==> config.mk <==
export PLATFORM = sky130hd
export DESIGN_NAME = seq_gen
export DESIGN_NICKNAME = d
export VERILOG_FILES = /design/src/rtl/seq_pkg.sv /design/src/rtl/seq_sym_timer.sv /design/src/rtl/seq_gen.sv
export SDC_FILE = /design/constraint.sdc
export NUM_CORES = 1
export LEC_CHECK = 0
export ABC_AREA = 1
export BUFFER_PORTS_ARGS = -buffer_cell sky130_fd_sc_hd__buf_2
export CORE_UTILIZATION = 35
export DETAILED_ROUTE_END_ITERATION = 8
export PLACE_DENSITY = 0.66
export SKIP_CTS_REPAIR_TIMING = 1
export SLEW_MARGIN = 5
export SYNTH_ARGS = -nofsm -noshare
export SYNTH_HDL_FRONTEND = slang
export SYNTH_SLANG_ARGS = --single-unit
==> constraint.sdc <==
create_clock -name clk -period 1.8 [get_ports clk]
set_input_delay 0.27 -clock clk [delete_from_list [all_inputs] [get_ports clk]]
set_output_delay 0.27 -clock clk [all_outputs]
set_load 0.03 [all_outputs]
==> src/rtl/seq_pkg.sv <==
// rtl/seq_pkg.sv - shared types, symbol constants and pattern helpers for seq_gen
package seq_pkg;

  typedef enum logic [1:0] {IDLE, SEND, GAP, DONE} state_t;

  // symbols are packed {A,B}
  typedef logic [1:0] sym_t;

  localparam sym_t SYM_IDLE = 2'b00;
  localparam sym_t SYM_A    = 2'b10;
  localparam sym_t SYM_B    = 2'b01;

  localparam int SEQ_LEN = 5;
  localparam int PAT_W   = 2 * SEQ_LEN;

  // symbol 0 lives in the top two bits: A,B,B,A,A
  localparam logic [PAT_W-1:0] DEF_PAT = {SYM_A, SYM_B, SYM_B, SYM_A, SYM_A};

  function automatic sym_t clean_sym(input sym_t s);
    return (s == 2'b11) ? SYM_IDLE : s;
  endfunction

  function automatic logic [PAT_W-1:0] clean_pat(input logic [PAT_W-1:0] p);
    logic [PAT_W-1:0] r;
    r = '0;
    for (int i = 0; i < SEQ_LEN; i++) begin
      r[2*i +: 2] = clean_sym(p[2*i +: 2]);
    end
    return r;
  endfunction

  function automatic sym_t pat_sym(input logic [PAT_W-1:0] p, input logic [2:0] idx);
    sym_t s;
    case (idx)
      3'd0:    s = p[9:8];
      3'd1:    s = p[7:6];
      3'd2:    s = p[5:4];
      3'd3:    s = p[3:2];
      3'd4:    s = p[1:0];
      default: s = SYM_IDLE;
    endcase
    return s;
  endfunction

endpackage

==> src/rtl/seq_sym_timer.sv <==
// rtl/seq_sym_timer.sv - loadable down-counter timing symbol holds and inter-frame gaps
// tc is high while the count sits at zero, i.e. on the last cycle of a loaded interval.
module seq_sym_timer #(
  parameter int W = 1
) (
  input  logic         clk,
  input  logic         rstn,
  input  logic         load,
  input  logic [W-1:0] load_val,
  output logic         tc
);

  logic [W-1:0] cnt;

  always_ff @(posedge clk or negedge rstn) begin
    if (!rstn) begin
      cnt <= '0;
    end else if (load) begin
      cnt <= load_val;
    end else if (cnt != '0) begin
      cnt <= cnt - 1'b1;
    end
  end

  assign tc = (cnt == '0);

endmodule

==> src/rtl/seq_gen.sv <==
// rtl/seq_gen.sv - A/B symbol frame generator with repeat count, gaps and abort
// Optional SEQ_GEN_PROG_PAT_EN adds a pat input latched at start in place of DEF_PAT.
module seq_gen
  import seq_pkg::*;
#(
  parameter int SYM_CYC = 1,
  parameter int GAP_CYC = 0,
  parameter int CNT_W   = 8
) (
  input  logic             clk,
  input  logic             rstn,
  input  logic             start,
  input  logic [CNT_W-1:0] repeat_n,
  input  logic             abort,
`ifdef SEQ_GEN_PROG_PAT_EN
  input  logic [PAT_W-1:0] pat,
`endif
  output logic             A,
  output logic             B,
  output logic             busy,
  output logic             done,
  output logic [CNT_W-1:0] frame_cnt
);

  localparam int HOLD_MAX = ((SYM_CYC > GAP_CYC) ? SYM_CYC : GAP_CYC) - 1;
  localparam int HOLD_W   = (HOLD_MAX > 0) ? $clog2(HOLD_MAX + 1) : 1;
  localparam logic [HOLD_W-1:0] SYM_LOAD = HOLD_W'(SYM_CYC - 1);
  localparam logic [HOLD_W-1:0] GAP_LOAD = HOLD_W'((GAP_CYC > 0) ? GAP_CYC - 1 : 0);
  localparam logic [2:0] LAST_IDX = 3'(SEQ_LEN - 1);

  state_t           state, state_n;
  logic [2:0]       sym_idx, sym_idx_n;
  logic [CNT_W-1:0] frames;
  logic [PAT_W-1:0] pat_q, pat_n, pat_in;
  logic             tmr_load, tmr_tc;
  logic [HOLD_W-1:0] tmr_val;
  logic             start_ok, frame_end, last_frame;
  logic [CNT_W:0]   cnt_inc;
  sym_t             sym_n;
  logic             busy_n, done_n;

`ifdef SEQ_GEN_PROG_PAT_EN
  assign pat_in = clean_pat(pat);
`else
  assign pat_in = DEF_PAT;
`endif

  assign start_ok   = start && !abort;
  assign cnt_inc    = {1'b0, frame_cnt} + 1'b1;
  assign last_frame = (cnt_inc == {1'b0, frames});
  // abort on the final hold cycle discards the frame, so frame_cnt must not move
  assign frame_end  = (state == SEND) && tmr_tc && (sym_idx == LAST_IDX) && !abort;
  assign pat_n      = (state == IDLE && start_ok) ? pat_in : pat_q;

  seq_sym_timer #(.W(HOLD_W)) u_timer (
    .clk      (clk),
    .rstn     (rstn),
    .load     (tmr_load),
    .load_val (tmr_val),
    .tc       (tmr_tc)
  );

  always_ff @(posedge clk or negedge rstn) begin
    if (!rstn) begin
      state     <= IDLE;
      sym_idx   <= '0;
      frames    <= '0;
      pat_q     <= DEF_PAT;
      frame_cnt <= '0;
      A         <= 1'b0;
      B         <= 1'b0;
      busy      <= 1'b0;
      done      <= 1'b0;
    end else begin
      state   <= state_n;
      sym_idx <= sym_idx_n;
      pat_q   <= pat_n;
      {A, B}  <= sym_n;
      busy    <= busy_n;
      done    <= done_n;
      if (state == IDLE && start_ok) begin
        frames    <= (repeat_n == '0) ? CNT_W'(1) : repeat_n;
        frame_cnt <= '0;
      end else if (frame_end && frame_cnt != '1) begin
        frame_cnt <= frame_cnt + 1'b1;
      end
    end
  end

  always_comb begin
    state_n   = state;
    sym_idx_n = sym_idx;
    tmr_load  = 1'b0;
    tmr_val   = SYM_LOAD;
    case (state)
      IDLE: begin
        if (start_ok) begin
          state_n   = SEND;
          sym_idx_n = '0;
          tmr_load  = 1'b1;
        end
      end
      SEND: begin
        if (abort) begin
          state_n = IDLE;
        end else if (tmr_tc) begin
          tmr_load = 1'b1;
          if (sym_idx == LAST_IDX) begin
            sym_idx_n = '0;
            if (last_frame) begin
              state_n = DONE;
            end else if (GAP_CYC > 0) begin
              state_n = GAP;
              tmr_val = GAP_LOAD;
            end
          end else begin
            sym_idx_n = sym_idx + 1'b1;
          end
        end
      end
      GAP: begin
        if (abort) begin
          state_n = IDLE;
        end else if (tmr_tc) begin
          state_n   = SEND;
          sym_idx_n = '0;
          tmr_load  = 1'b1;
        end
      end
      DONE:    state_n = IDLE;
      default: state_n = IDLE;
    endcase
  end

  // outputs are registered, so they are decoded from the next state
  always_comb begin
    sym_n  = SYM_IDLE;
    busy_n = 1'b0;
    done_n = 1'b0;
    if (state_n == SEND) begin
      sym_n = pat_sym(pat_n, sym_idx_n);
    end
    busy_n = (state_n == SEND) || (state_n == GAP);
    done_n = (state_n == DONE);
  end

endmodule
==> impl_metrics.csv <==
group,metric,value,unit
outcome,status,"complete, but fails checks",
outcome,violations,"negative hold slack",
route,first_iter_violations,62,
route,drcViolationCount,0,
yosys,synth_edf_count,0,
floorplan,die_x,73.9,um
timing,drv_slew,0,
yosys,yosysMostFrequentCell,"nand2_1",
critical_path,crit_start,"frame_cnt[1]",
floorplan,die_h,73.9,um
cells_and_area,nNetsFinal,273,
clock_network,cts-buffers-inserted,5,
critical_path,critPathArrivalTime,1.98,ns
pwr,ir_drop,0.330,mV
yosys,yosys.area.top_type_share,41.5,%
place,place_area,2060,um2
floorplan,die-area,5460,um2
place,portBuffers,23,
yosys,async_flop_share,100,%
critical_path,endpoint_kind,"flip-flop",
global_route,antenna_found_initial,0,
timing,fin_skew,0.00995,ns
timing,worst_pin_slew,0.433,ns
route,antenna_left,0,
critical_path,cp_top_family,"adder cells",
yosys,syn-cell-area,1810,um2
yosys,yosys_warnings,0,
timing,setup_viol_count_final,0,
global_route,grt_pass1_wl,6.10,mm
global_route,grt_max_degree,36,
clock_network,clock_latency,0.29,ns
route,first_pass_iters,4,
floorplan,coreArea,4850,um2
clock_network,cts.sinks,35,
clock_network,cts_root_buffer,"clkbuf_8",
yosys,ys_seq_area_share,48.8,%
global_route,grt_pass1_vias,1322,
yosys,synth_top_flop_cell,"dfrtp_1",
route,post_drt_via_cell_ratio,4.49,
timing,hold_violations,2,
timing,holdWs,-0.00536,ns
yosys,syn_inst,217,
clock_network,clockBufferDepth,2,
route,routedWlPerCell,11.4,um
yosys,syn_avg_cell_area,8.33,um2
clock_network,clkTransAtPathRegs,0.07,ns
critical_path,r2r-start,"frame_cnt[1]",
place,routabilityCongestion,0.820,
yosys,ys_ff_latch,35,
pwr,p_leak,1.16,nW
pwr,powerDensity,780,nW/um2
floorplan,start_util,37.3,%
cells_and_area,post-route-cell-area,2260,um2
timing,worst_slack,0.0172,ns
critical_path,setup.worst_path.class,"reg -> reg",
cells_and_area,drive_gt1_share,33.1,%
timing,finalCritPeriodShare,99.0,%
critical_path,crit_buf_inv,2,
yosys,synth_commonest_cells,"nand2_1, dfrtp_1, inv_1",
clock_network,cts_tree,"built",
global_route,overflow,0,
floorplan,ioPinCount,24,
yosys,post-synth-top-area-cell,"dfrtp_1",
yosys,syn_nets,234,
timing,slew_headroom,71.1,%
critical_path,crit_path_frequent_cell,"ha_4",
route,wirelength,3.70,mm
cells_and_area,syn_to_final_growth,25.1,%
place,dpl.hpwl,2.67,mm
critical_path,cp_slowest_cell,"dfrtp_2",
floorplan,rows,25,
timing,rsz0062_at_grt,"true",
critical_path,max_stage_delay,0.42,ns
timing,min_period,1.78,ns
critical_path,crit_required,2.00,ns
cells_and_area,postLayoutCoreUtil,46.6,%
run,drv_cap,0,
yosys,synth_cell_types,24,
critical_path,crit_chain,"ha_4 -> nand2_4 -> nor2_4 -> inv_1 -> o21ai_2 -> xor2_1 -> nand4_1 -> ha_4 -> inv_2",
cells_and_area,n_fill_cell,479,
critical_path,critical_path.max_fanout,4,
global_route,grt_use_total,15.2,%
timing,fmax,561,MHz
route,dr_total_vias,1456,
critical_path,start_kind,"flip-flop",
yosys,synthTopCellsByArea,"dfrtp_1, nand2_1, dfstp_2, inv_1, nand3_1",
worst_hold_path,hold_class,"in -> async",
clock_network,h-tree-depth,2,
cells_and_area,num_antenna_cells,0,
place,place_ws,0.00737,ns
[sequential cells by signal, summed over array words and instances, names as in the netlist]
signal	count
A	1
B	1
busy	1
done	1
frame_cnt	8
frames	8
pat_q	10
state	2
sym_idx	3
[where the power goes]
group / switching, mW / internal, mW / leakage [nW]
combinational: 0.200 / 0.132 / 0.671
sequential: 0.0427 / 0.838 / 0.448
clock: 0.280 / 0.271 / 0.0422
[layout make-up]
type	instances	area [um2]	share of cell area (%)
inverters	31	116	5.15
clock buffers	7	76.3	3.38
clock inverters	1	5.00	0.221
repair buffers	34	198	8.74
flip-flops and latches	35	886	39.2
well taps	67	83.8	3.71
multi-input cells	149	896	39.6
[worst paths after layout]
check                                to  slack [ns]  depth (start not counted)
min in group clk              frames[4]        0.20                          3
max in group asynchronous      pat_q[6]        1.46                          2
setup / recovery                   busy        0.02                          9
hold reg to reg                pat_q[7]        0.49                          2
hold / removal             frame_cnt[2]      -0.005                          2
setup reg to reg                   busy        0.02                          9
[placed cells by master (no fill, tap or decap), types with 2 or more instances in the layout]
cell type and n:
nor2_2 4, xor2_1 5, inv_2 5, dfstp_2 5
xor2_2 3, or2_2 5, o21ai_0 7, ha_1 3
ha_4 2, nand2_1 49, dfrtp_2 3, clkbuf_8 5
a21oi_1 2, xnor2_2 2, clkbuf_1 2, dfrtp_1 27
buf_4 11, nor2_4 3, nand4_1 9, nand2_4 3
nand2_2 7, o22ai_1 3, inv_1 26, nand3_1 17
buf_2 23, nor2_1 19
[metrics by stage]
stage | std cells | setup TNS (ns) | power [mW]
after floorplan | 217 | 0 | 1.10
after global placement | 312 | 0 | 1.21
after detailed placement | 312 | 0 | 1.22
after CTS | 320 | 0 | 1.76
after global routing | 324 | -0.200 | 1.86
final | 324 | 0 | 1.76
[cells by family (layout without fill, tap and decap cells)]
kind of cell / Yosys count / in the layout / synth area share (%)
flip-flops: 35 / 35 / 48.8
AO/OA/AOI/OAI: 14 / 14 / 4.29
XOR/XNOR: 11 / 11 / 5.33
AND/OR/NAND/NOR: 119 / 119 / 30.8
adder cells (fa/ha/maj): 5 / 5 / 3.46
buffers and inverters: 33 / 73 / 7.34
[metal layers]
metal | vias to the layer above | track usage [%] | routed length (um)
met5 | - | 0 | 0
met4 | 0 | 7.05 | 65
met3 | 5 | 4.12 | 128
met2 | 25 | 21.2 | 1630
met1 | 661 | 21.7 | 1880
li1 | 765 | - | -
Power figures use the tool's default switching activity.
